--- src/rtl/rst_seq_if.sv ---
// Purpose : signal bundle between the reset sequencer and its environment.
// Ports   : pll_lock, sw_rst_n, clk32k_in   -> sequencer inputs (asynchronous)
//           rst_n_out, sys_ready, lock_lost_cnt, clk32k_fault, state_o
//                                            <- sequencer status/reset outputs
// master drives the raw inputs and observes outputs; slave is the sequencer.
interface rst_seq_if #(
    parameter int unsigned NUM_STAGES = 3
) ();
    logic                  pll_lock;
    logic                  sw_rst_n;
    logic                  clk32k_in;
    logic [NUM_STAGES-1:0] rst_n_out;
    logic                  sys_ready;
    logic [7:0]            lock_lost_cnt;
    logic                  clk32k_fault;
    logic [2:0]            state_o;

    modport master (
        output pll_lock,
        output sw_rst_n,
        output clk32k_in,
        input  rst_n_out,
        input  sys_ready,
        input  lock_lost_cnt,
        input  clk32k_fault,
        input  state_o
    );

    modport slave (
        input  pll_lock,
        input  sw_rst_n,
        input  clk32k_in,
        output rst_n_out,
        output sys_ready,
        output lock_lost_cnt,
        output clk32k_fault,
        output state_o
    );
endinterface

--- src/rtl/rst_seq_ctrl.sv ---
// Purpose : post-PLL reset sequencer. Qualifies lock, releases NUM_STAGES
//           domain resets in order with fixed gaps, raises sys_ready in RUN,
//           re-asserts everything on lock loss / software request, and
//           watches the 32 kHz clock for stalls while running.
// Ports   : clkin1   - system clock
//           pll_rst  - asynchronous active-low reset
//           bus      - rst_seq_if.slave: pll_lock, sw_rst_n, clk32k_in in;
//                      rst_n_out, sys_ready, lock_lost_cnt, clk32k_fault,
//                      state_o out (all registered)
module rst_seq_ctrl #(
    parameter int unsigned LOCK_STABLE_CYC = 1024,
    parameter int unsigned STAGE_GAP_CYC   = 256,
    parameter int unsigned NUM_STAGES      = 3,
    parameter int unsigned EDGE_TIMEOUT    = 4096,
    parameter int unsigned CNT_W           = 16
) (
    input  logic      clkin1,
    input  logic      pll_rst,
    rst_seq_if.slave  bus
);

    localparam logic [CNT_W-1:0] STAB_LAST = CNT_W'(LOCK_STABLE_CYC - 1);
    localparam logic [CNT_W-1:0] REL_LAST  = CNT_W'(NUM_STAGES * STAGE_GAP_CYC - 1);
    localparam logic [CNT_W-1:0] WD_LAST   = CNT_W'(EDGE_TIMEOUT - 1);

    typedef enum logic [2:0] {
        IDLE    = 3'd0,
        STABLE  = 3'd1,
        RELEASE = 3'd2,
        RUN     = 3'd3,
        FAULT   = 3'd4
    } state_t;

    state_t                state_q,  state_d;
    logic [CNT_W-1:0]      stab_q,   stab_d;
    logic [CNT_W-1:0]      rel_q,    rel_d;
    logic [CNT_W-1:0]      wd_q,     wd_d;
    logic [NUM_STAGES-1:0] rst_n_q,  rst_n_d;
    logic                  ready_q,  ready_d;
    logic [7:0]            lost_q,   lost_d;
    logic                  fault_q,  fault_d;

    logic lock_m_q, lock_s_q;
    logic swr_m_q,  swr_s_q;
    logic c32_m_q,  c32_s_q, c32_d1_q;
    logic c32_rise_c;

    // Two-flop synchronizers plus a delay flop for clk32k edge detection
    always_ff @(posedge clkin1 or negedge pll_rst) begin
        if (!pll_rst) begin
            lock_m_q <= 1'b0;
            lock_s_q <= 1'b0;
            swr_m_q  <= 1'b0;
            swr_s_q  <= 1'b0;
            c32_m_q  <= 1'b0;
            c32_s_q  <= 1'b0;
            c32_d1_q <= 1'b0;
        end else begin
            lock_m_q <= bus.pll_lock;
            lock_s_q <= lock_m_q;
            swr_m_q  <= bus.sw_rst_n;
            swr_s_q  <= swr_m_q;
            c32_m_q  <= bus.clk32k_in;
            c32_s_q  <= c32_m_q;
            c32_d1_q <= c32_s_q;
        end
    end

    assign c32_rise_c = c32_s_q & ~c32_d1_q;

    // State, counters and registered outputs
    always_ff @(posedge clkin1 or negedge pll_rst) begin
        if (!pll_rst) begin
            state_q <= IDLE;
            stab_q  <= '0;
            rel_q   <= '0;
            wd_q    <= '0;
            rst_n_q <= '0;
            ready_q <= 1'b0;
            lost_q  <= '0;
            fault_q <= 1'b0;
        end else begin
            state_q <= state_d;
            stab_q  <= stab_d;
            rel_q   <= rel_d;
            wd_q    <= wd_d;
            rst_n_q <= rst_n_d;
            ready_q <= ready_d;
            lost_q  <= lost_d;
            fault_q <= fault_d;
        end
    end

    // Next-state, counter update, and output decode from the next state
    always_comb begin
        state_d = state_q;
        stab_d  = stab_q;
        rel_d   = rel_q;
        wd_d    = '0;
        rst_n_d = rst_n_q;
        ready_d = 1'b0;
        lost_d  = lost_q;
        fault_d = fault_q;

        unique case (state_q)
            IDLE: begin
                stab_d = '0;
                rel_d  = '0;
                if (lock_s_q && swr_s_q) state_d = STABLE;
            end
            STABLE: begin
                rel_d = '0;
                if (!lock_s_q || !swr_s_q) state_d = IDLE;
                else if (stab_q == STAB_LAST) state_d = RELEASE;
                else stab_d = stab_q + CNT_W'(1);
            end
            RELEASE, RUN: begin
                // Lock loss takes priority so a coincident sw request still counts
                if (!lock_s_q) begin
                    state_d = FAULT;
                    if (lost_q != 8'hFF) lost_d = lost_q + 8'd1;
                end else if (!swr_s_q) begin
                    state_d = FAULT;
                end else if (state_q == RELEASE) begin
                    if (rel_q == REL_LAST) state_d = RUN;
                    else rel_d = rel_q + CNT_W'(1);
                end else begin
                    // Watchdog saturates at the terminal value instead of wrapping
                    if (c32_rise_c)          wd_d = '0;
                    else if (wd_q == WD_LAST) wd_d = wd_q;
                    else                     wd_d = wd_q + CNT_W'(1);
                end
            end
            FAULT: state_d = IDLE;
            default: state_d = IDLE;
        endcase

        unique case (state_d)
            IDLE: begin
                rst_n_d = '0;
                stab_d  = '0;
                rel_d   = '0;
                fault_d = 1'b0;
            end
            STABLE: rst_n_d = '0;
            RELEASE: begin
                // Stage k releases once k*STAGE_GAP_CYC cycles have elapsed
                for (int unsigned k = 0; k < NUM_STAGES; k++) begin
                    rst_n_d[k] = (rel_d >= CNT_W'(k * STAGE_GAP_CYC));
                end
            end
            RUN: begin
                rst_n_d = '1;
                ready_d = 1'b1;
                if (wd_d == WD_LAST) fault_d = 1'b1;
            end
            FAULT: rst_n_d = '0;
            default: rst_n_d = '0;
        endcase
    end

    assign bus.rst_n_out     = rst_n_q;
    assign bus.sys_ready     = ready_q;
    assign bus.lock_lost_cnt = lost_q;
    assign bus.clk32k_fault  = fault_q;
    assign bus.state_o       = state_q;

endmodule

--- src/flat_wrapper.sv ---
// flat-port wrapper written by rule: the top's interface ports become plain ports
module rst_seq_ctrl_flat 
#(
    parameter int unsigned LOCK_STABLE_CYC = 1024,
    parameter int unsigned STAGE_GAP_CYC   = 256,
    parameter int unsigned NUM_STAGES      = 3,
    parameter int unsigned EDGE_TIMEOUT    = 4096,
    parameter int unsigned CNT_W           = 16
)
  (clkin1, pll_rst, bus_pll_lock, bus_sw_rst_n, bus_clk32k_in, bus_rst_n_out, bus_sys_ready, bus_lock_lost_cnt, bus_clk32k_fault, bus_state_o);
  rst_seq_if #(.NUM_STAGES(NUM_STAGES)) bus_i ();
  input  logic clkin1;
  input  logic pll_rst;
  input wire logic [$bits(bus_i.pll_lock)-1:0] bus_pll_lock;
  input wire logic [$bits(bus_i.sw_rst_n)-1:0] bus_sw_rst_n;
  input wire logic [$bits(bus_i.clk32k_in)-1:0] bus_clk32k_in;
  output wire logic [$bits(bus_i.rst_n_out)-1:0] bus_rst_n_out;
  output wire logic [$bits(bus_i.sys_ready)-1:0] bus_sys_ready;
  output wire logic [$bits(bus_i.lock_lost_cnt)-1:0] bus_lock_lost_cnt;
  output wire logic [$bits(bus_i.clk32k_fault)-1:0] bus_clk32k_fault;
  output wire logic [$bits(bus_i.state_o)-1:0] bus_state_o;
  assign bus_i.pll_lock = bus_pll_lock;
  assign bus_i.sw_rst_n = bus_sw_rst_n;
  assign bus_i.clk32k_in = bus_clk32k_in;
  assign bus_rst_n_out = bus_i.rst_n_out;
  assign bus_sys_ready = bus_i.sys_ready;
  assign bus_lock_lost_cnt = bus_i.lock_lost_cnt;
  assign bus_clk32k_fault = bus_i.clk32k_fault;
  assign bus_state_o = bus_i.state_o;
  rst_seq_ctrl #(.LOCK_STABLE_CYC(LOCK_STABLE_CYC), .STAGE_GAP_CYC(STAGE_GAP_CYC), .NUM_STAGES(NUM_STAGES), .EDGE_TIMEOUT(EDGE_TIMEOUT), .CNT_W(CNT_W)) u_core (.clkin1(clkin1), .pll_rst(pll_rst), .bus(bus_i));
endmodule
--- config.mk ---
export PLATFORM = sky130hd
export DESIGN_NAME = rst_seq_ctrl_flat
export DESIGN_NICKNAME = d
export VERILOG_FILES = /design/src/rtl/rst_seq_if.sv /design/src/rtl/rst_seq_ctrl.sv /design/src/flat_wrapper.sv
export SDC_FILE = /design/constraint.sdc
export NUM_CORES = 1
export LEC_CHECK = 0
export ABC_AREA = 1
export CAP_MARGIN = 15
export CELL_PAD_IN_SITES_DETAIL_PLACEMENT = 1
export CELL_PAD_IN_SITES_GLOBAL_PLACEMENT = 2
export CORE_MARGIN = 2
export CORE_UTILIZATION = 35
export DETAILED_ROUTE_END_ITERATION = 16
export PLACE_DENSITY_LB_ADDON = 0.1
export SLEW_MARGIN = 15
export SYNTH_ARGS = -nofsm -noshare
export SYNTH_HDL_FRONTEND = slang
export SYNTH_SLANG_ARGS = --single-unit
--- constraint.sdc ---
create_clock -name clkin1 -period 2.25 [get_ports clkin1]
set_input_delay 0.3375 -clock clkin1 [delete_from_list [all_inputs] [get_ports clkin1]]
set_output_delay 0.3375 -clock clkin1 [all_outputs]
set_load 0.005 [all_outputs]
# After elaboration in Yosys (flattened, before gate mapping)
# Index checks and enable logic that the tools add are counted.
# classes
add_sub_neg	4
reduce_logical	13
mux	28
magnitude_cmp	3
eq_ne	13
bitwise_logic	3
# ops
operator	n
two-way mux 16 bit	14
case mux 16 bit (2 select lines)	2
adder 16 x 1 -> 16 bit, second input constant	3
equality test 16 x 10 -> 1 bit, second input constant	2
equality test 16 x 12 -> 1 bit, second input constant	2
two-way mux 3 bit	7
greater-or-equal comparator 16 x 1 -> 1 bit, second input constant	1
greater-or-equal comparator 16 x 10 -> 1 bit, second input constant	1
greater-or-equal comparator 16 x 9 -> 1 bit, second input constant	1
equality test 3 x 2 -> 1 bit, second input constant	4
case mux 3 bit (3 select lines)	1
adder 8 x 1 -> 8 bit, second input constant	1
!= test 8 bit, second input constant	1
zero test 3 bit	2
!= test 3 bit, second input constant	2
case mux 3 bit (2 select lines)	1
AND reduction 3 bit	2
OR reduction 2 bit	2
equality test 3 x 1 -> 1 bit, second input constant	1
nonzero test 3 bit	1
zero test 1 bit	2
two-way mux 1 bit	2
!= test 2 x 1 -> 1 bit, second input constant	1
inverter 1 bit	2
other kinds (6)	6
# totals
in_bits	5
out_inout_bits	16
regBits	71

# Depth between registers and ports, before layout
# logic_depth
ltp_word	10
depth_mapped	14
mapped_depth_nobuf	14

# Least setup slack after synthesis
# OpenSTA, ideal clock, no wires.
# synth_path
path_kind	register to register
start	reg u_core.rel_q[0]
end	reg u_core.rst_n_q[1] (netlist: u_core.bus.rst_n_out[1])
required_ns	2.114
synth_period_minus_slack_ns	1.815
path_slack_ns	0.435
stages_incl_launch_ff	14
arrival_time_ns	1.679
path_cell_list	dfrtp_1 ha_1 nand2_1 nor2_1 nand2_1 inv_1 nand2_2 inv_1 o21ai_0 nand2_1 nand2_1 o21ai_0 nor2_1 a21oi_1
# synth_between
elab_chain_len	8
word_cells_on_any_way	16
# synth_lines
element	line_no	source
start: declaration	rst_seq_ctrl.sv:36	logic [CNT_W-1:0] rel_q, rel_d;
start signal: assignment	rst_seq_ctrl.sv:85	rel_q <= rel_d;
adder 16 x 1 -> 16 bit / equality test 16 x 10 -> 1 bit (equally long branches)	rst_seq_ctrl.sv:126, rst_seq_ctrl.sv:125	
two-way mux 16 bit / two-way mux 3 bit (equally long branches)	rst_seq_ctrl.sv:125	if (rel_q == REL_LAST) state_d = RUN;
two-way mux 16 bit / two-way mux 3 bit (equally long branches)	rst_seq_ctrl.sv:124	end else if (state_q == RELEASE) begin
two-way mux 16 bit / two-way mux 3 bit (equally long branches)	rst_seq_ctrl.sv:122	end else if (!swr_s_q) begin
two-way mux 16 bit / two-way mux 3 bit (equally long branches)	rst_seq_ctrl.sv:119	if (!lock_s_q) begin
case mux 16 bit (2 select lines) / case mux 3 bit (3 select lines) (equally long branches)	rst_seq_ctrl.sv:105	unique case (state_q)
greater-or-equal comparator 16 x 9 -> 1 bit / equality test 3 x 2 -> 1 bit (equally long branches)	rst_seq_ctrl.sv:149, rst_seq_ctrl.sv:138	
case mux 3 bit (2 select lines) *	rst_seq_ctrl.sv:138	unique case (state_d)
named net u_core.rst_n_d[1]	rst_seq_ctrl.sv:38	logic [NUM_STAGES-1:0] rst_n_q, rst_n_d;
end signal: assignment	rst_seq_ctrl.sv:87	rst_n_q <= rst_n_d;
end: declaration	rst_seq_ctrl.sv:38	
# The timed path passes the listed nets; every way through them passes the cells marked *.
# A chain may end at the register's enable or synchronous reset.

# Worst setup path in the final report
# layout_path
start	reg u_core.state_q[2] (netlist: u_core.bus.state_o[2])
end	reg u_core.fault_q (netlist: u_core.bus.clk32k_fault)
# layout_between
elab_chain_len	8
word_cells_on_any_way	24
# layout_lines
element	line_no	source
start: declaration	rst_seq_ctrl.sv:34	state_t state_q, state_d;
start signal: assignment	rst_seq_ctrl.sv:83	state_q <= state_d;
equality test 3 x 2 -> 1 bit	rst_seq_ctrl.sv:105, rst_seq_ctrl.sv:124	
two-way mux 16 bit	rst_seq_ctrl.sv:124	
two-way mux 16 bit	rst_seq_ctrl.sv:122	
two-way mux 16 bit	rst_seq_ctrl.sv:119	
two-way mux 16 bit *	rst_seq_ctrl.sv:105	
named net u_core.wd_d[2]	rst_seq_ctrl.sv:37	logic [CNT_W-1:0] wd_q, wd_d;
equality test 16 x 12 -> 1 bit *	rst_seq_ctrl.sv:155	if (wd_d == WD_LAST) fault_d = 1'b1;
!= test 2 x 1 -> 1 bit (no line) *	--	
AND reduction 2 bit (no line) *	--	
end signal: assignment	rst_seq_ctrl.sv:90	fault_q <= fault_d;
end: declaration	rst_seq_ctrl.sv:41	logic fault_q, fault_d;
# Marks and branches as above.

==> qor.yml <==
outcome:
  status: "complete, but fails checks"
  failed_checks: "design-rule violations"
floorplan:
  rows: 39
  num_io_pins: 21
  die_h_um: 113.2
  die_area_sq_mm: 0.01282
  die_width_um: 113.2
  coreArea_sq_mm: 0.01152
  initial_core_util: 0.3625
power:
  seqPwrFrac: 0.469
  power_leakage_nw: 2.275
  comb_power_share: 0.032
  swShare: 0.2227
  ir_drop_mv: 0.3361
  p_int_mw: 2.143
  clockPowerShare: 0.500
  switchingPower_mw: 0.6140
  power_density_mw_per_mm2: 556.4
  total_power_mw: 2.757
routing:
  antenna_left: 0
  totalWireLength_um: 11520
  drt_iter0_drc: 147
  routed-via-count: 3780
  viasPerCell: 5.000
  remaining_drc_errors: 1
  wire_per_inst_um: 15.24
  first_pass_iters: 10
synth:
  synth-seq-area-share: 0.4257
  syn_inst: 572
  synth.avg_cell_area_sq_um: 7.297
  syn_nets: 581
  synthArstFlopShare: 1.000
  synth.distinct_cells: 37
  yosys_warnings: 0
  ys_seq_elements: 71
  synth_edf_count: 0
  syn_area_sq_mm: 0.004174
  synth_ff_type: "dfrtp_1"
layout:
  design_area_sq_mm: 0.004956
  fin_cells: 756
  final_nets: 618
  fillCellCount: 1441
  final_common_cell: "nand2_1"
  num_antenna_cells: 0
  area_growth_pct: 18.73
  drive_gt1_frac: 0.09951
  layout_common_cells: "139 x nand2_1, 81 x nor2_1, 70 x dfrtp_1, 67 x inv_1, 53 x nand3_1"
global_routing:
  antenna_found_initial: 0
  grt_pass1_vias: 3969
  grt-ovfl-total: 0
  track_usage: 0.1963
  grt_max_degree: 46
  grt_pass1_wl_um: 19930
placement:
  hpwl_um: 8748
  gp_congestion: 0.8226
  dp_cells: 734
  place_area_sq_mm: 0.004591
  portBuffers: 20
worst_setup_path:
  r2r_cells: 11
  rr_startpoint: "u_core.bus.state_o[2]$_DFF_PN0_"
  r2r_slack_ns: 0.23
  crit_path_end_kind: "flip-flop"
  worstSetupPathType: "reg2reg"
  r2r-end: "u_core.bus.clk32k_fault$_DFFE_PN0P_"
  cp.required_ns: 2.53
  cp.arrival_ns: 2.30
  startpoint_type: "flip-flop"
  crit_fanout: 11
sta:
  worstMarginPinSlew_ns: 0.4724
  fmax_ghz: 0.4953
  fin_crit_ns: 2.019
  maxSlewViolCount: 0
  fin_crit_sh: 0.8973
  whs_ns: 0.3453
  finalSetupTns_ns: 0
  fin_worst_skew_ns: 0.007989
  setup_violations: 0
  maxSlewHeadroom: 0.6850
  rsz0062_at_grt: "no"
  report.final.hold_viol_count: 0
clock_network:
  cts_buffer_depth: 2
  cts_made_buffers: 9
  clock_sinks: 71
  ctsRootBufferMaster: "clkbuf_16"
  clkSlewWorstSetupHoldPaths_ns: 0.06
  h-tree-depth: 3
  clock_latency_ns: 0.34
  cts_tree: "done"
worst_hold_path:
  hp-start: "u_core.c32_m_q$_DFF_PN0_"
  hold_path.class: "reg2reg"
  min_to: "u_core.c32_s_q$_DFF_PN0_"
  whs_path_depth: 0
run:
  drv_cap: 0
## registers in the layout (all words and copies together), names as in the netlist, 3 cells and up
signal / flops
u_core.bus.state_o: 3
u_core.rel_q: 16
u_core.bus.rst_n_out: 3
u_core.stab_q: 16
u_core.bus.lock_lost_cnt: 8
u_core.wd_q: 16
## worst max-delay path by stage
stage          depth (start not counted)                             endpoint                            start
2_1_floorplan                         13    u_core.bus.rst_n_out[1]$_DFF_PN0_        u_core.rel_q[0]$_DFF_PN0_
3_3_place_gp                          14    u_core.bus.rst_n_out[1]$_DFF_PN0_        u_core.rel_q[1]$_DFF_PN0_
3_5_place_dp                          14    u_core.bus.rst_n_out[1]$_DFF_PN0_        u_core.rel_q[1]$_DFF_PN0_
4_1_cts                               14    u_core.bus.rst_n_out[1]$_DFF_PN0_        u_core.rel_q[1]$_DFF_PN0_
5_1_grt                               11  u_core.bus.clk32k_fault$_DFFE_PN0P_  u_core.bus.state_o[2]$_DFF_PN0_
6_report                              11  u_core.bus.clk32k_fault$_DFFE_PN0P_  u_core.bus.state_o[2]$_DFF_PN0_
## worst max-delay path, cell delays in order, from the launching register on
cell,delay [ns]
dfrtp_1,0.44
inv_2,0.11
nand2_2,0.06
a21oi_1,0.12
nand3_1,0.25
clkinvlp_4,0.29
nand2_1,0.08
nor2_1,0.15
nand2_1,0.08
nor2_1,0.20
nand3_1,0.11
nand2_1,0.07
## per-stage QoR
step	util	worst slack, ns
2_1_floorplan	-	0.4348
3_3_place_gp	0.3986	0.1760
3_5_place_dp	0.3986	0.09723
4_1_cts	0.4243	0.09182
5_1_grt	0.4304	0.001895
6_report	0.4304	0.2311
## layout make-up
type,count,area [sq um],area share
clock inverter,2,15.01,0.003030
clock buffer,13,270.3,0.05453
sequential,71,1778,0.3587
timing repair buffer,42,377.9,0.07624
inverter,72,274.0,0.05529
tap,143,178.9,0.03610
multi-input combinational,413,2062,0.4161
## cells by family (layout without fill, tap and decap cells)
family	Yosys count	count (layout)	synth area share
muxes	1	1	0.002698
AOI/OAI and AO/OA	60	60	0.07794
xor gates and xnor gates	28	28	0.05875
DFF	71	71	0.4257
buffers and inverters	88	129	0.08513
adders and majority gates	4	4	0.01199
and+or+nand+nor	320	320	0.3378
## cells in the mapped netlist, types with 2 or more instances
library cell | n | area (sq um)
nor2_2 | 2 | 12.51
o22ai_1 | 5 | 31.28
nor3_1 | 12 | 60.06
a21oi_1 | 15 | 75.07
buf_2 | 7 | 35.03
nand2_2 | 5 | 31.28
nor2_1 | 83 | 311.6
nand3_1 | 53 | 265.3
nor3_2 | 2 | 20.02
nand2_1 | 140 | 525.5
o21ai_0 | 34 | 170.2
clkbuf_1 | 5 | 18.77
nand4_1 | 13 | 81.33
xnor2_1 | 3 | 26.28
inv_1 | 68 | 255.2
o211ai_1 | 3 | 22.52
buf_6 | 2 | 22.52
clkinv_1 | 3 | 11.26
nand3_2 | 2 | 20.02
dfrtp_1 | 71 | 1777
xor2_1 | 25 | 219.0
ha_1 | 4 | 50.05
## repair_timing
item                                   4_1_cts  5_1_grt
setup endpoints to repair                    0        6
buffers inserted                             0        6
endpoints found under the hold margin       26        0
resized for setup                            0        8
hold buffers                                 1        0
## routing by layer
layer  vias to the layer above  GRT usage  share of wire
li1                       1896          -              -
met1                      1842     0.2600           0.49
met2                        33     0.3230           0.47
met3                         9    0.05088          0.029
met4                         0    0.04634         0.0095
met5                         -          0              0
## power groups by stage
stage	logic [mW]	clock network, mW	registers, mW
2_1_floorplan	0.0357	0	1.31
5_1_grt	0.101	1.47	1.29
3_5_place_dp	0.0884	0	1.31
6_report	0.0872	1.38	1.29
4_1_cts	0.0902	1.42	1.29
3_3_place_gp	0.0875	0	1.31
(Power assumes the default switching activity.)
